--- src/rtl/sprite_compositor_if.sv ---
// Sprite-sheet ROM and palette lookup bus between the compositor (master) and its memories (slave).
// One ROM address/data lane per sprite channel; the palette is a combinational lookup of pal_idx.
interface sprite_compositor_if #(
  parameter int unsigned NUM_SPR = 2,
  parameter int unsigned ADDR_W  = 15,
  parameter int unsigned IDX_W   = 5
);
  logic [NUM_SPR*ADDR_W-1:0] rom_addr;
  logic [NUM_SPR*IDX_W-1:0]  rom_q;
  logic [IDX_W-1:0]          pal_idx;
  logic [11:0]               pal_rgb;

  modport master (output rom_addr, output pal_idx, input rom_q, input pal_rgb);
  modport slave  (input rom_addr, input pal_idx, output rom_q, output pal_rgb);
endinterface

--- src/rtl/sprite_compositor.sv ---
// Three-stage sprite compositor: box test and sheet addressing, priority/transparency resolve,
// palette colour out. Also accumulates per-sprite collisions over a frame.
module sprite_compositor #(
  parameter int unsigned NUM_SPR    = 2,
  parameter int unsigned SPR_W      = 20,
  parameter int unsigned SPR_H      = 20,
  parameter int unsigned ROM_W      = 160,
  parameter int unsigned ADDR_W     = 15,
  parameter int unsigned IDX_W      = 5,
  parameter int unsigned TRANSP_IDX = 0,
  parameter logic [11:0] BG_RGB     = 12'h000
) (
  input  logic                      vga_clk,
  input  logic                      reset_n,
  input  logic [9:0]                DrawX,
  input  logic [9:0]                DrawY,
  input  logic                      blank,
  input  logic [NUM_SPR*10-1:0]     spr_x,
  input  logic [NUM_SPR*10-1:0]     spr_y,
  input  logic [NUM_SPR*ADDR_W-1:0] spr_base,
  input  logic [NUM_SPR-1:0]        spr_en,
  input  logic [NUM_SPR-1:0]        spr_flip,
  sprite_compositor_if.master       mem,
  output logic [3:0]                red,
  output logic [3:0]                green,
  output logic [3:0]                blue,
  output logic [NUM_SPR-1:0]        collide,
  output logic                      frame_tick
);

  localparam int unsigned OFS_W = 11;
  localparam int unsigned CNT_W = 4;

  // ---------------- stage 0: box test and sheet address ----------------
  logic [OFS_W-1:0]          u_c  [NUM_SPR];
  logic [OFS_W-1:0]          v_c  [NUM_SPR];
  logic [OFS_W-1:0]          uf_c [NUM_SPR];
  logic [NUM_SPR-1:0]        hit_c;
  logic [NUM_SPR*ADDR_W-1:0] addr_c;

  // Offsets are 11-bit so a sprite past the right/bottom edge never wraps back to 0.
  always_comb begin
    u_c    = '{default: '0};
    v_c    = '{default: '0};
    uf_c   = '{default: '0};
    hit_c  = '0;
    addr_c = '0;
    for (int k = 0; k < NUM_SPR; k++) begin
      u_c[k]  = {1'b0, DrawX} - {1'b0, spr_x[10*k +: 10]};
      v_c[k]  = {1'b0, DrawY} - {1'b0, spr_y[10*k +: 10]};
      uf_c[k] = spr_flip[k] ? (OFS_W'(SPR_W - 1) - u_c[k]) : u_c[k];
      hit_c[k] = spr_en[k]
               & (DrawX >= spr_x[10*k +: 10]) & (u_c[k] < OFS_W'(SPR_W))
               & (DrawY >= spr_y[10*k +: 10]) & (v_c[k] < OFS_W'(SPR_H));
      addr_c[ADDR_W*k +: ADDR_W] = hit_c[k]
        ? ADDR_W'(32'(v_c[k]) * ROM_W + 32'(uf_c[k]) + 32'(spr_base[ADDR_W*k +: ADDR_W]))
        : spr_base[ADDR_W*k +: ADDR_W];
    end
  end

  logic [NUM_SPR-1:0] hit_s0;
  logic [9:0]         x_s0;
  logic [9:0]         y_s0;
  logic               blank_s0;

  always_ff @(posedge vga_clk or negedge reset_n) begin
    if (!reset_n) begin
      mem.rom_addr <= '0;
      hit_s0       <= '0;
      x_s0         <= '0;
      y_s0         <= '0;
      blank_s0     <= 1'b0;
    end else begin
      mem.rom_addr <= addr_c;
      hit_s0       <= hit_c;
      x_s0         <= DrawX;
      y_s0         <= DrawY;
      blank_s0     <= blank;
    end
  end

  // ---------------- stage 1: transparency, priority, collision ----------------
  logic [NUM_SPR-1:0] opaque_c;
  logic [IDX_W-1:0]   win_idx_c;
  logic               any_c;
  logic [CNT_W-1:0]   cnt_c;
  logic [NUM_SPR-1:0] contrib_c;
  logic               frame_c;

  // Channel 0 has the highest priority: the first opaque channel found wins.
  always_comb begin
    opaque_c  = '0;
    win_idx_c = '0;
    any_c     = 1'b0;
    cnt_c     = '0;
    for (int k = 0; k < NUM_SPR; k++) begin
      opaque_c[k] = hit_s0[k] & (mem.rom_q[IDX_W*k +: IDX_W] != IDX_W'(TRANSP_IDX));
      cnt_c       = cnt_c + CNT_W'(opaque_c[k]);
      if (opaque_c[k] && !any_c) begin
        win_idx_c = mem.rom_q[IDX_W*k +: IDX_W];
        any_c     = 1'b1;
      end
    end
    contrib_c = (blank_s0 && (cnt_c >= CNT_W'(2))) ? opaque_c : '0;
    frame_c   = (x_s0 == 10'd0) && (y_s0 == 10'd0);
  end

  logic               blank_s1;
  logic               any_s1;
  logic [NUM_SPR-1:0] coll_w;

  always_ff @(posedge vga_clk or negedge reset_n) begin
    if (!reset_n) begin
      mem.pal_idx <= '0;
      blank_s1    <= 1'b0;
      any_s1      <= 1'b0;
    end else begin
      mem.pal_idx <= win_idx_c;
      blank_s1    <= blank_s0;
      any_s1      <= any_c;
    end
  end

  // Pixel (0,0) closes the previous frame's collision set and seeds the new one.
  always_ff @(posedge vga_clk or negedge reset_n) begin
    if (!reset_n) begin
      collide    <= '0;
      coll_w     <= '0;
      frame_tick <= 1'b0;
    end else if (frame_c) begin
      collide    <= coll_w;
      coll_w     <= contrib_c;
      frame_tick <= 1'b1;
    end else begin
      coll_w     <= coll_w | contrib_c;
      frame_tick <= 1'b0;
    end
  end

  // ---------------- stage 2: colour out ----------------
  always_ff @(posedge vga_clk or negedge reset_n) begin
    if (!reset_n) begin
      {red, green, blue} <= 12'h000;
    end else if (!blank_s1) begin
      {red, green, blue} <= 12'h000;
    end else begin
      {red, green, blue} <= any_s1 ? mem.pal_rgb : BG_RGB;
    end
  end

endmodule

--- src/flat_wrapper.sv ---
// flat-port wrapper written by rule: the top's interface ports become plain ports
module sprite_compositor_flat 
#(
  parameter int unsigned NUM_SPR    = 2,
  parameter int unsigned SPR_W      = 20,
  parameter int unsigned SPR_H      = 20,
  parameter int unsigned ROM_W      = 160,
  parameter int unsigned ADDR_W     = 15,
  parameter int unsigned IDX_W      = 5,
  parameter int unsigned TRANSP_IDX = 0,
  parameter logic [11:0] BG_RGB     = 12'h000
)
  (vga_clk, reset_n, DrawX, DrawY, blank, spr_x, spr_y, spr_base, spr_en, spr_flip, red, green, blue, collide, frame_tick, mem_rom_addr, mem_pal_idx, mem_rom_q, mem_pal_rgb);
  sprite_compositor_if #(.NUM_SPR(NUM_SPR), .ADDR_W(ADDR_W), .IDX_W(IDX_W)) mem_i ();
  input  logic vga_clk;
  input  logic reset_n;
  input  logic [9:0] DrawX;
  input  logic [9:0] DrawY;
  input  logic blank;
  input  logic [NUM_SPR*10-1:0] spr_x;
  input  logic [NUM_SPR*10-1:0] spr_y;
  input  logic [NUM_SPR*ADDR_W-1:0] spr_base;
  input  logic [NUM_SPR-1:0] spr_en;
  input  logic [NUM_SPR-1:0] spr_flip;
  output logic [3:0] red;
  output logic [3:0] green;
  output logic [3:0] blue;
  output logic [NUM_SPR-1:0] collide;
  output logic frame_tick;
  output wire logic [$bits(mem_i.rom_addr)-1:0] mem_rom_addr;
  output wire logic [$bits(mem_i.pal_idx)-1:0] mem_pal_idx;
  input wire logic [$bits(mem_i.rom_q)-1:0] mem_rom_q;
  input wire logic [$bits(mem_i.pal_rgb)-1:0] mem_pal_rgb;
  assign mem_rom_addr = mem_i.rom_addr;
  assign mem_pal_idx = mem_i.pal_idx;
  assign mem_i.rom_q = mem_rom_q;
  assign mem_i.pal_rgb = mem_pal_rgb;
  sprite_compositor #(.NUM_SPR(NUM_SPR), .SPR_W(SPR_W), .SPR_H(SPR_H), .ROM_W(ROM_W), .ADDR_W(ADDR_W), .IDX_W(IDX_W), .TRANSP_IDX(TRANSP_IDX), .BG_RGB(BG_RGB)) u_core (.vga_clk(vga_clk), .reset_n(reset_n), .DrawX(DrawX), .DrawY(DrawY), .blank(blank), .spr_x(spr_x), .spr_y(spr_y), .spr_base(spr_base), .spr_en(spr_en), .spr_flip(spr_flip), .mem(mem_i), .red(red), .green(green), .blue(blue), .collide(collide), .frame_tick(frame_tick));
endmodule
--- config.mk ---
export PLATFORM = sky130hd
export DESIGN_NAME = sprite_compositor_flat
export DESIGN_NICKNAME = d
export VERILOG_FILES = /design/src/rtl/sprite_compositor_if.sv /design/src/rtl/sprite_compositor.sv /design/src/flat_wrapper.sv
export SDC_FILE = /design/constraint.sdc
export NUM_CORES = 1
export LEC_CHECK = 0
export ABC_AREA = 0
export BUFFER_PORTS_ARGS = -buffer_cell sky130_fd_sc_hd__buf_2
export CAP_MARGIN = 15
export CORE_ASPECT_RATIO = 0.8
export CORE_MARGIN = 2
export CORE_UTILIZATION = 45
export CTS_BUF_LIST = sky130_fd_sc_hd__clkbuf_4 sky130_fd_sc_hd__clkbuf_8 sky130_fd_sc_hd__clkbuf_16
export CTS_CLUSTER_DIAMETER = 80
export DETAILED_ROUTE_END_ITERATION = 12
export GPL_ROUTABILITY_DRIVEN = 0
export PLACE_DENSITY = 0.69
export SETUP_SLACK_MARGIN = 0.15
export SYNTH_ARGS = -nofsm -noshare
export SYNTH_HDL_FRONTEND = slang
export SYNTH_SLANG_ARGS = --single-unit
--- constraint.sdc ---
create_clock -name vga_clk -period 1.7 [get_ports vga_clk]
set_input_delay 0.51 -clock vga_clk [delete_from_list [all_inputs] [get_ports vga_clk]]
set_output_delay 0.51 -clock vga_clk [all_outputs]
set_load 0.1 [all_outputs]
### Word level (Yosys, flattened, before mapping)

Cells that the tools add are included.

| storage, ports and cells | value |
|---|---|
| input bits | 119 |
| flip-flop bits (word level) | 77 |

| operators by class | value |
|---|---|
| multiplexer cells | 15 |
| bitwise gates (word level) | 11 |
| add/sub/neg operators | 11 |
| reduce and logical (&&, ||, !) cells | 8 |
| $lt $le $gt $ge | 9 |
| $mul | 2 |

Operator list:

| operator | count |
|---|---|
| $lt 11x5->1 const B | 4 |
| $sub 10x10->11 | 4 |
| $ge 10x10->1 | 4 |
| $add 15x11->15 | 2 |
| $add 15x15->15 | 2 |
| $mux 15 | 2 |
| $mul 11x3->10 const B | 2 |
| $mux 11 | 2 |
| $sub 5x11->11 const A | 2 |
| $logic_not 10->1 | 2 |
| $mux 12 | 1 |
| $mux 4 | 3 |
| $and 1x1->1 | 10 |
| $mux 5 | 2 |
| $reduce_bool 5->1 | 2 |
| $ge 4x2->1 const B | 1 |
| $mux 2 | 2 |
| $logic_and 1x1->1 | 3 |
| $mux 1 | 3 |
| $add 1x1->2 | 1 |
| $or 2x2->2 | 1 |
| $logic_not 1->1 | 1 |

### Depth between registers and ports, before layout

Gate-level depths: netlist (run 1).

| depth | value |
|---|---|
| depth after elaboration | 8 |
| depth in mapped cells | 22 |
| depth with buffers taken out | 22 |

### Least setup slack after synthesis (run 1)

Ideal clock, no wire load.

| timing path | value |
|---|---|
| path kind | input to register |
| start point | input DrawX[0] |
| end point | register u_core.mem.rom_addr[14] |
| arrival time | 4.530 ns |
| setup slack | -2.955 ns |
| buffers on the path | 0 |
| library setup time | 0.125 ns |
| stages on the path | 19 |
| path through | inv_1 -> ha_1 -> inv_1 -> fa_1 -> a211oi_1 -> o21bai_1 -> a21o_1 -> or3_2 -> a211oi_4 -> nor2_1 -> xnor2_1 -> fa_1 -> inv_1 -> ha_1 -> o41ai_1 -> o21a_1 -> o21ai_0 -> xnor2_1 -> mux2_2 |

| between the ends | value |
|---|---|
| word-level cells in the longest chain between the ends | 6 |
| elaborated cells between the ends (all ways) | 12 |
| those cells by class | 4 x add/sub; 2 x order compare; 2 x mux; 4 x bitwise |

RTL lines:

| what | RTL line | RTL |
|---|---|---|
| start, declared | flat_wrapper.sv:17 | `input logic [9:0] DrawX;` |
| $sub 10x10->11 / $ge 10x10->1 (equally long branches) | sprite_compositor.sv:49, sprite_compositor.sv:53 |  |
| $sub 5x11->11, or another cell as far along | sprite_compositor.sv:51 | `uf_c[k] = spr_flip[k] ? (OFS_W'(SPR_W - 1) - u_c[k]) : u_c[k];` |
| $mux 11 / $and 1x1->1 (equally long branches) | sprite_compositor.sv:51, sprite_compositor.sv:53 |  |
| $add 15x11->15 / $and 1x1->1 (equally long branches) | sprite_compositor.sv:56, sprite_compositor.sv:54 |  |
| $add 15x15->15 / $and 1x1->1 (equally long branches) | sprite_compositor.sv:56, sprite_compositor.sv:54 |  |
| $mux 15 (*) | sprite_compositor.sv:56 | `? ADDR_W'(32'(v_c[k]) * ROM_W + 32'(uf_c[k]) + 32'(spr_base[ADDR_W*k +: ADDR_W]))` |
| via u_core.addr_c[14] | sprite_compositor.sv:39 | `logic [NUM_SPR*ADDR_W-1:0] addr_c;` |
| end signal, assigned | sprite_compositor.sv:74 | `mem.rom_addr <= addr_c;` |
| end, declared | sprite_compositor_if.sv:13 | `modport master (output rom_addr, output pal_idx, input rom_q, input pal_rgb);` |

Mark *: on every way through the listed nets, which the timed path passes. The rest lies on a longest branch.
A chain may end at the register's enable or synchronous reset.

### Final worst setup path (run 1)

| timing path | value |
|---|---|
| start point | input DrawX[0] |
| end point | register u_core.mem.rom_addr[29] |

The elaborated chain is that of the path after synthesis.

==> results.ini, run 1 <==
[run_status]
status = finished, violations left
violations = negative setup slack

[timing]
finalSetupTns_ps = -57330
min_period_over_period = 2.44
fin_crit_ps = 4150
worst_slack_ps = -2450
clock_skew_ps = 11.2
hold_violations = 0
relSlewSlack = 0.470
maxSlewViolCount = 0
setup_violations = 32
rsz0062_at_grt = yes
fmax_ghz = 0.241
worst_pin_slew_ps = 774

[clock_network]
clkTransAtPathRegs_ps = 70
postCtsHoldBufs = 0
h-tree-depth = 3
root_buffer = clkbuf_16
clock_path_buffers = 2
clock_latency_ps = 360
cts_tree = yes
clock-sinks = 77
numCtsBuffers = 9

[power]
leakage_nw = 5.96
ir_drop_mv = 1.70
finalPower_w = 0.0160
powerDensity_mw_per_mm2 = 1380

[finish]
n_antenna_cell = 0
stdcell_area_mm2 = 0.0116
stdcell_count = 1362
nets = 1391
areaGrowthSynthToFinish_pct = 61.4
fill_cells = 1094
drive_gt1_frac = 0.518
final_util = 0.740

[synthesis]
yosysSeqAreaShare = 0.268
synth_area_leader_cell = dfrtp_1
syn_nets = 1016
synth_area_leaders = dfrtp_1 27%, ha_1 19%, inv_1 6.2%
synthCells = 767
synth_top_area_share = 0.268
async_flop_share = 1.00
ys_seq_elements = 77
avgSynthCellArea_um2 = 9.39
synth.distinct_cells = 60
yosysWarnings = 0
ys.flop_type = dfrtp_1
syn-cell-area_mm2 = 0.00720
synth_edf_count = 0

[floorplanning]
die-width_um = 145
io_pins = 169
initial_core_util = 0.459
core_area_mm2 = 0.0157
rows = 41
dieArea_mm2 = 0.0170
die_h_um = 117

[setup_path]
timing.rr.start = u_core.y_s0[0]
crit_arrival_ps = 4400
critPathCaptureType = register
crit_end = u_core.mem.rom_addr[29]
worstSetupPathType = input pin to register
r2r_setup_slack_ps = 160
cp.required_ps = 1950
reg2reg_to = u_core.collide[0]
reg2regPathDepth = 5
crit_start = DrawX[0]
cp_max_fo = 4
worstSetupStartpointType = input pin

[flow_run]
drv_cap = 0

[detailed_routing]
wl_um = 20300
wire_per_inst_um = 14.9
drt_first_pass_iters = 4
avgViaCountPerCell = 4.99
vias = 6795
dr.first_iter.drc_count = 229
antenna_left = 0
drc_errors = 0

[grt]
grt.overflow.total = 0
antenna_found_initial = 0
first_global_vias = 6881
grt_max_degree = 30
grt_pass1_wl_um = 32200
grt_usage = 0.235

[placement]
hpwl_um = 14900
dp.cells = 1315
place_area_mm2 = 0.0101
io_buffers = 168

[min_path]
min_path_type = input pin to async pin

## worst min-delay path by stage
stage,start,cells after the start,end,slack (ps)
after floorplan,reset_n,0,u_core.any_s1,210
after global placement,u_core.blank_s0,0,u_core.blank_s1,360
after detailed placement,u_core.blank_s0,0,u_core.blank_s1,390
after CTS,reset_n,1,u_core.mem.rom_addr[20],60
after global routing,reset_n,1,u_core.mem.rom_addr[20],90
final,reset_n,1,u_core.mem.rom_addr[20],80
## layout by cell type (no fill, tap or decap), drive strengths merged, types with 10 or more instances in the layout
master,n
buf,371
inv,121
ha,110
dfrtp,77
xnor2,44
nand2,38
xor2,38
a21oi,37
nor2,34
o21ai,34
mux2,24
a21o,21
fa,20
nor3,16
and3,13
o21a,12
nand3,12
nor4,12
clkbuf,10
mux2i,10
## Yosys cell counts (3+ instances only)
master,instances
nor3_1,16
nor2_1,34
o41ai_1,3
mux2_2,17
a211o_1,3
inv_1,118
nand2_1,38
o21bai_1,8
xor2_1,38
mux2_1,3
clkbuf_1,6
fa_1,20
nand2b_1,8
o21ai_0,31
o31a_1,4
dfrtp_1,77
a41oi_1,3
mux2_4,4
and3_1,13
a21o_1,21
o211ai_1,5
ha_1,110
xnor2_1,44
or4_1,5
nand3_1,12
o21ai_1,3
mux2i_1,10
or3_1,3
nor2b_1,8
o21a_1,12
a21oi_1,37
a31oi_1,6
nor4_1,11
a21boi_0,4
## power by group
part | switching (W) | internal [W] | total [W]
Clock | 0.000891 | 0.00116 | 0.00205
Sequential | 0.0000246 | 0.00189 | 0.00192
Combinational | 0.00568 | 0.00633 | 0.0120
## worst max-delay path, cell delays in order
cell      delay [ps]
buf_12           110
inv_12            50
ha_4             120
inv_2             40
fa_2             360
buf_4            140
buf_4            120
buf_6            110
xnor2_4          210
a21o_1           210
nor2_2            70
xor2_2           150
fa_1             530
inv_2             50
ha_4             280
nand3_2           60
o211ai_1         250
nand2b_4         200
a41oi_4          120
o21ai_2          180
a31oi_1          120
xnor2_1          130
mux2_4           260
## cell type report
type	instances	area (um^2)	share of cell area
clock buffer	9	225	0.0194
multi-input combinational	564	6000	0.516
inverter	118	470	0.0405
tap	215	269	0.0232
sequential	77	1930	0.166
clock inverter	7	81.3	0.00700
timing repair buffer	372	2650	0.228
## sequential cells by signal, summed over array words and instances (netlist names), 2 cells and up
name / flops
u_core.coll_w: 2
u_core.mem.pal_idx: 5
u_core.collide: 2
u_core.blue: 4
u_core.hit_s0: 2
u_core.red: 4
u_core.y_s0: 10
u_core.mem.rom_addr: 30
u_core.x_s0: 10
u_core.green: 4
## cells by family (layout without fill, tap and decap cells)
family,Yosys count,count (layout),synth area share
and+or+nand+nor,160,160,0.117
DFF,77,77,0.268
xor gates and xnor gates,82,82,0.0997
adders and majority gates,130,130,0.247
AOI/OAI and AO/OA,158,158,0.147
muxes,34,34,0.0535
buffers and inverters,126,506,0.0690
## per-layer routing
layer | global-route usage | vias up | routed length (um)
li1 | - | 3390 | -
met1 | 0.282 | 3250 | 8540
met2 | 0.444 | 128 | 10800
met3 | 0.0380 | 27 | 613
met4 | 0.0673 | 0 | 319
met5 | 0 | - | 0
## stage by stage
step | setup slack [ps] | hold slack (ps)
final | -2450 | 78.2
after detailed placement | -2880 | 392
after CTS | -2410 | 63.0
after floorplan | -2580 | 214
after global routing | -2610 | 88.1
after global placement | -2800 | 363
## what timing repair did
| action | 4_1_cts | 5_1_grt |
|---|---|---|
| pin swaps | 50 | 66 |
| endpoints found under the hold margin | 0 | 0 |
| buffers inserted | 17 | 13 |
| endpoints found under the setup margin | 84 | 35 |
| resized for setup | 139 | 75 |
| gates cloned | 0 | 1 |
Note: power is estimated with default switching activity, not from simulation.
==> inputs of run 2 (changes only) <==
Settings changed: SKIP_CTS_REPAIR_TIMING from default to 1.
==> results.ini, run 2 (same netlist as run 1, synthesis figures left out) <==
[timing]
finalSetupTns_ps = -57680  ; -357 ps
relSlewSlack = 0.676  ; +0.205
clock_skew_ps = 8.83  ; -2.35 ps
fmax_ghz = 0.239  ; -0.82%
maxSlewViolCount = 0  ; unchanged
setup_violations = 32  ; unchanged
worst_pin_slew_ps = 474  ; -300 ps
worst_slack_ps = -2490  ; -34.3 ps
fin_crit_ps = 4190  ; +34.3 ps
min_period_over_period = 2.46  ; +0.0202
rsz0062_at_grt = yes
hold_violations = 0  ; unchanged

[finish]
top_regs = u_core.mem.rom_addr: 30 flops, u_core.x_s0: 10 flops, u_core.y_s0: 10 flops
stdcell_area_mm2 = 0.0113  ; -2.6%
largest_register_ffs = 30  ; unchanged
drive_gt1_frac = 0.495  ; -0.0227
n_antenna_cell = 0  ; unchanged
final_util = 0.721  ; -0.0191
areaGrowthSynthToFinish_pct = 57.2
final_cell_mix = 186 x buf_4, 113 x buf_2, 98 x inv_1
fill_cells = 1159  ; +5.9%
nets = 1375  ; -1.2%
regMostFlops = u_core.mem.rom_addr
final_common_cell = buf_4

[floorplanning]
core_area_mm2 = 0.0157  ; unchanged
die_h_um = 117  ; unchanged
initial_core_util = 0.459  ; unchanged
io_pins = 169  ; unchanged
die-width_um = 145  ; unchanged
dieArea_mm2 = 0.0170  ; unchanged
rows = 41  ; unchanged

[grt]
antenna_found_initial = 0  ; unchanged
grt_pass1_wl_um = 30300  ; -5.9%
grt_max_degree = 30  ; unchanged
grt.overflow.total = 0  ; unchanged
first_global_vias = 6578  ; -4.4%
grt_usage = 0.221  ; -0.0141

[detailed_routing]
wire_per_inst_um = 14.6  ; -1.8%
dr.first_iter.drc_count = 209  ; -8.7%
wl_um = 19700  ; -2.9%
antenna_left = 0  ; unchanged
avgViaCountPerCell = 4.97  ; -0.40%
drt_first_pass_iters = 5  ; +1
drc_errors = 0  ; unchanged
vias = 6688  ; -1.6%

[setup_path]
worstSetupPathType = input pin to register
crit_path_cell_trace = buf_2 -> inv_2 -> ha_4 -> nor2b_2 -> o31a_1 -> o31a_1 -> o21a_1 -> or4_1 -> o211ai_2 -> o41ai_4 -> xnor2_2 -> fa_1 -> inv_2 -> ha_4 -> nand2_1 -> nand2_2 -> a41oi_2 -> nor2b_2 -> xnor2_1 -> mux2_4
cp.required_ps = 1940  ; about the same
critPathCaptureType = register
max_stage_delay_ps = 550  ; +20 ps
cpMaxStageDelayCell = fa_1
worstSetupStartpointType = input pin
cp_max_fo = 5  ; +1
crit_arrival_ps = 4430  ; +30 ps

[placement]
hpwl_um = 14900  ; unchanged
io_buffers = 168  ; unchanged
place_area_mm2 = 0.0101  ; unchanged

[power]
power_frac_clock = 0.130  ; +0.002
switching_share = 0.411  ; -0.00206
p_switching_w = 0.00646  ; -2.1%
leakage_nw = 5.82  ; -2.3%
comb_power_share = 0.748  ; -0.003
seq_power_share = 0.122  ; +0.002
finalPower_w = 0.0157  ; -1.6%
intPower_w = 0.00927  ; -1.2%
powerDensity_mw_per_mm2 = 1390  ; +1.0%
ir_drop_mv = 1.50  ; -12%

[clock_network]
cts_tree = yes
h-tree-depth = 3  ; unchanged
root_buffer = clkbuf_16
clock_latency_ps = 350  ; about the same
numCtsBuffers = 9  ; unchanged
clock-sinks = 77  ; unchanged
clkTransAtPathRegs_ps = 70  ; about the same
clock_path_buffers = 2  ; unchanged

[min_path]
min_path_type = input pin to async pin

[flow_run]
drv_cap = 0  ; unchanged

[run_status]
violations = negative setup slack
status = finished, violations left

[run 2: cell count changes in the layout (fill, tap and decap cells not counted), sizes merged]
cell,delta
buf,-54
clkbuf,+38
[run 2: metal layers]
metal	routed length, um	vias up	global-route usage
met5	0	-	0
met4	294	0	0.0654
met3	581	24	0.0384
met2	10200	123	0.407
met1	8590	3176	0.270
li1	-	3365	-
[run 2: final timing paths]
check,start,to,slack [ps],cells after the start
max in group asynchronous,reset_n,u_core.y_s0[6],1040,2
min in group vga_clk,blank,u_core.blank_s0,260,1
max,spr_x[1],u_core.mem.rom_addr[11],-2490,20
max reg2reg,u_core.y_s0[0],u_core.collide[0],170,5
min reg2reg,u_core.blank_s0,u_core.blank_s1,410,0
min,reset_n,u_core.mem.rom_addr[20],70,1
[run 2: final cells by class]
cell class	count	area, um^2	share of cell area
clock buffer	9	225	0.0199
clock inverter	7	81.3	0.00718
inverter	118	470	0.0416
multi-input combinational	564	5830	0.515
sequential	77	1930	0.170
tap	215	269	0.0238
timing repair buffer	356	2520	0.223
[run 2: per-stage QoR]
stage	setup slack [ps]	std cells	hold WS (ps)
floorplan	-2580	767	214
global placement	-2800	1315	363
detailed placement	-2880	1315	392
CTS	-2510	1331	63.0
global route	-2650	1346	86.2
finish	-2490	1346	73.9
[run 2: critical path, delay by kind of cell]
family	cells	cell delay, ps
buffers and inverters	3	210
XOR/XNOR	2	220
multiplexers	1	260
adder cells (fa/ha/maj)	3	980
AND/OR/NAND/NOR	5	950
AO/OA/AOI/OAI	6	1280
[run 2: power by group through the flow]
stage               clock network, W  registers, W  logic, W
finish                       0.00205       0.00192    0.0118
global route                 0.00218       0.00192    0.0129
CTS                          0.00212       0.00191    0.0101
detailed placement                 0       0.00195   0.00996
global placement                   0       0.00195   0.00977
floorplan                          0       0.00222   0.00674
==> inputs of run 3 (changes only) <==
Clock period 1.7 ns to 4.3 ns, I/O delays scaled along.
==> results.ini, run 3 (same netlist as run 1, synthesis figures left out) <==
[power]
p_switching_w = 0.00243  ; -62%
powerDensity_mw_per_mm2 = 548  ; -61%
finalPower_w = 0.00584  ; -63%
power_frac_clock = 0.129  ; about the same
leakage_nw = 5.60  ; -3.8%
comb_power_share = 0.742  ; -0.006
seq_power_share = 0.129  ; +0.007
switching_share = 0.416  ; +0.00563
intPower_w = 0.00341  ; -63%
ir_drop_mv = 0.636  ; -57%

[setup_path]
crit_start = DrawX[0]
worstSetupPathType = input pin to register
timing.rr.start = u_core.y_s0[4]
cp_max_fo = 3  ; -2
cpMaxStageDelayCell = fa_1
cp.required_ps = 4540  ; +2600 ps
critPathCaptureType = register
r2r_setup_slack_ps = 2650  ; +2480 ps
crit_path_cell_trace = buf_12 -> inv_12 -> ha_4 -> inv_4 -> fa_2 -> a211oi_2 -> o21bai_1 -> a21o_1 -> o31a_4 -> xor2_4 -> a211oi_4 -> nor2_2 -> xnor2_1 -> fa_1 -> inv_2 -> ha_4 -> nor2_1 -> nor2_2 -> o41ai_4 -> o21a_1 -> o21ai_2 -> xnor2_1 -> mux2_2
reg2reg_to = u_core.collide[0]
reg2regPathDepth = 4  ; -1
crit_end = u_core.mem.rom_addr[14]
max_stage_delay_ps = 510  ; -40 ps
worstSetupStartpointType = input pin
crit_arrival_ps = 5270  ; +840 ps

[run_status]
status = finished, violations left
violations = negative setup slack

[detailed_routing]
drc_errors = 0  ; unchanged
vias = 6456  ; -3.5%
drt_first_pass_iters = 4  ; -1
wl_um = 18000  ; -8.7%
avgViaCountPerCell = 4.88  ; -1.9%
antenna_left = 0  ; unchanged
wire_per_inst_um = 13.6  ; -7.2%
dr.first_iter.drc_count = 207  ; -0.96%

[floorplanning]
dieArea_mm2 = 0.0170  ; unchanged
rows = 41  ; unchanged
die-width_um = 145  ; unchanged
die_h_um = 117  ; unchanged
core_area_mm2 = 0.0157  ; unchanged
initial_core_util = 0.459  ; unchanged
io_pins = 169  ; unchanged

[finish]
areaGrowthSynthToFinish_pct = 48.0
fill_cells = 1310  ; +13%
nets = 1353  ; -1.6%
n_antenna_cell = 0  ; unchanged
drive_gt1_frac = 0.451  ; -0.0443
final_cell_mix = 164 x buf_2, 163 x buf_4, 102 x inv_1
regMostFlops = u_core.mem.rom_addr
final_common_cell = buf_2
stdcell_area_mm2 = 0.0107  ; -5.8%
largest_register_ffs = 30  ; unchanged
top_regs = u_core.mem.rom_addr: 30 flops, u_core.x_s0: 10 flops, u_core.y_s0: 10 flops

[clock_network]
clock_path_buffers = 2  ; unchanged
clock-sinks = 77  ; unchanged
h-tree-depth = 3  ; unchanged
clock_latency_ps = 350  ; about the same
clkTransAtPathRegs_ps = 70  ; about the same
cts_tree = yes
numCtsBuffers = 9  ; unchanged
root_buffer = clkbuf_16

[timing]
clock_skew_ps = 11.2  ; +2.40 ps
setup_violations = 16  ; -50%
min_period_over_period = 1.17
rsz0062_at_grt = yes
fin_crit_ps = 5030
maxSlewViolCount = 0  ; unchanged
fmax_ghz = 0.199
relSlewSlack = 0.367  ; -0.309
timing.hold.ws_ps = 396  ; +322 ps
hold_violations = 0  ; unchanged
finalSetupTns_ps = -6870  ; +50810 ps
worst_slack_ps = -735  ; +1750 ps
worst_pin_slew_ps = 949  ; +475 ps

[placement]
hpwl_um = 14400  ; -3.5%
place_ws_ps = -1130  ; +1750 ps
place_area_mm2 = 0.00987  ; -2.4%
io_buffers = 168  ; unchanged

[grt]
grt.overflow.total = 0  ; unchanged
grt_pass1_wl_um = 28600  ; -5.4%
grt_max_degree = 78  ; +160%
antenna_found_initial = 1  ; +1
first_global_vias = 6234  ; -5.2%
grt_usage = 0.207  ; -0.0137

[min_path]
min_path_type = register to register

[flow_run]
drv_cap = 0  ; unchanged

[run 3: cell count changes in the layout (fill, tap and decap cells not counted), sizes merged]
cell,change
buf,+17
bufinv,-1
clkbuf,-39
clkinv,-1
clkinvlp,+1
inv,+1
[run 3: area by class of cell]
| type | instances | area (um^2) | share of cell area |
|---|---|---|---|
| Tap cell | 215 | 269 | 0.0252 |
| Clock buffer | 9 | 225 | 0.0211 |
| Clock inverter | 7 | 65.1 | 0.00610 |
| Multi-Input combinational cell | 564 | 5540 | 0.520 |
| Sequential cell | 77 | 1930 | 0.181 |
| Inverter | 118 | 473 | 0.0444 |
| Timing Repair Buffer | 334 | 2160 | 0.203 |
[run 3: worst min-delay path by stage]
stage	end	slack [ps]	startpoint	cells after the start
finish	u_core.blank_s1	400	u_core.blank_s0	0
detailed placement	u_core.blank_s1	380	u_core.blank_s0	0
floorplan	u_core.blank_s1	350	u_core.blank_s0	0
global placement	u_core.blank_s1	370	u_core.blank_s0	0
CTS	u_core.blank_s1	390	u_core.blank_s0	0
global route	u_core.blank_s1	400	u_core.blank_s0	0
[run 3: worst max-delay path: cells and delay by family]
| family | cells | cell delay [ps] |
|---|---|---|
| compound gates | 8 | 1510 |
| fa+ha+maj | 4 | 1290 |
| xor+xnor | 3 | 400 |
| simple gates | 3 | 280 |
| mux | 1 | 250 |
| buf+inv | 4 | 240 |
[run 3: stage by stage]
stage,cells,util
finish,1324,0.679
CTS,1310,0.647
detailed placement,1294,0.629
global route,1324,0.679
global placement,1294,0.629
floorplan,767,-
[run 3: routing by layer]
metal / vias to the layer above / share of wire / GRT usage / routed length, um
met5: - / 0.00072 / 0 / 13
met4: 2 / 0.015 / 0.0556 / 265
met3: 22 / 0.029 / 0.0279 / 524
met2: 111 / 0.52 / 0.386 / 9280
met1: 2994 / 0.44 / 0.258 / 7900
li1: 3327 / - / - / -
[run 3: power by group through the flow]
| stage | clock (W) | sequential (W) | combinational, W |
|---|---|---|---|
| after global placement | 0 | 0.000770 | 0.00379 |
| after floorplan | 0 | 0.000876 | 0.00264 |
| after CTS | 0.000777 | 0.000756 | 0.00392 |
| final | 0.000753 | 0.000756 | 0.00433 |
| after detailed placement | 0 | 0.000770 | 0.00388 |
| after global routing | 0.000807 | 0.000758 | 0.00479 |
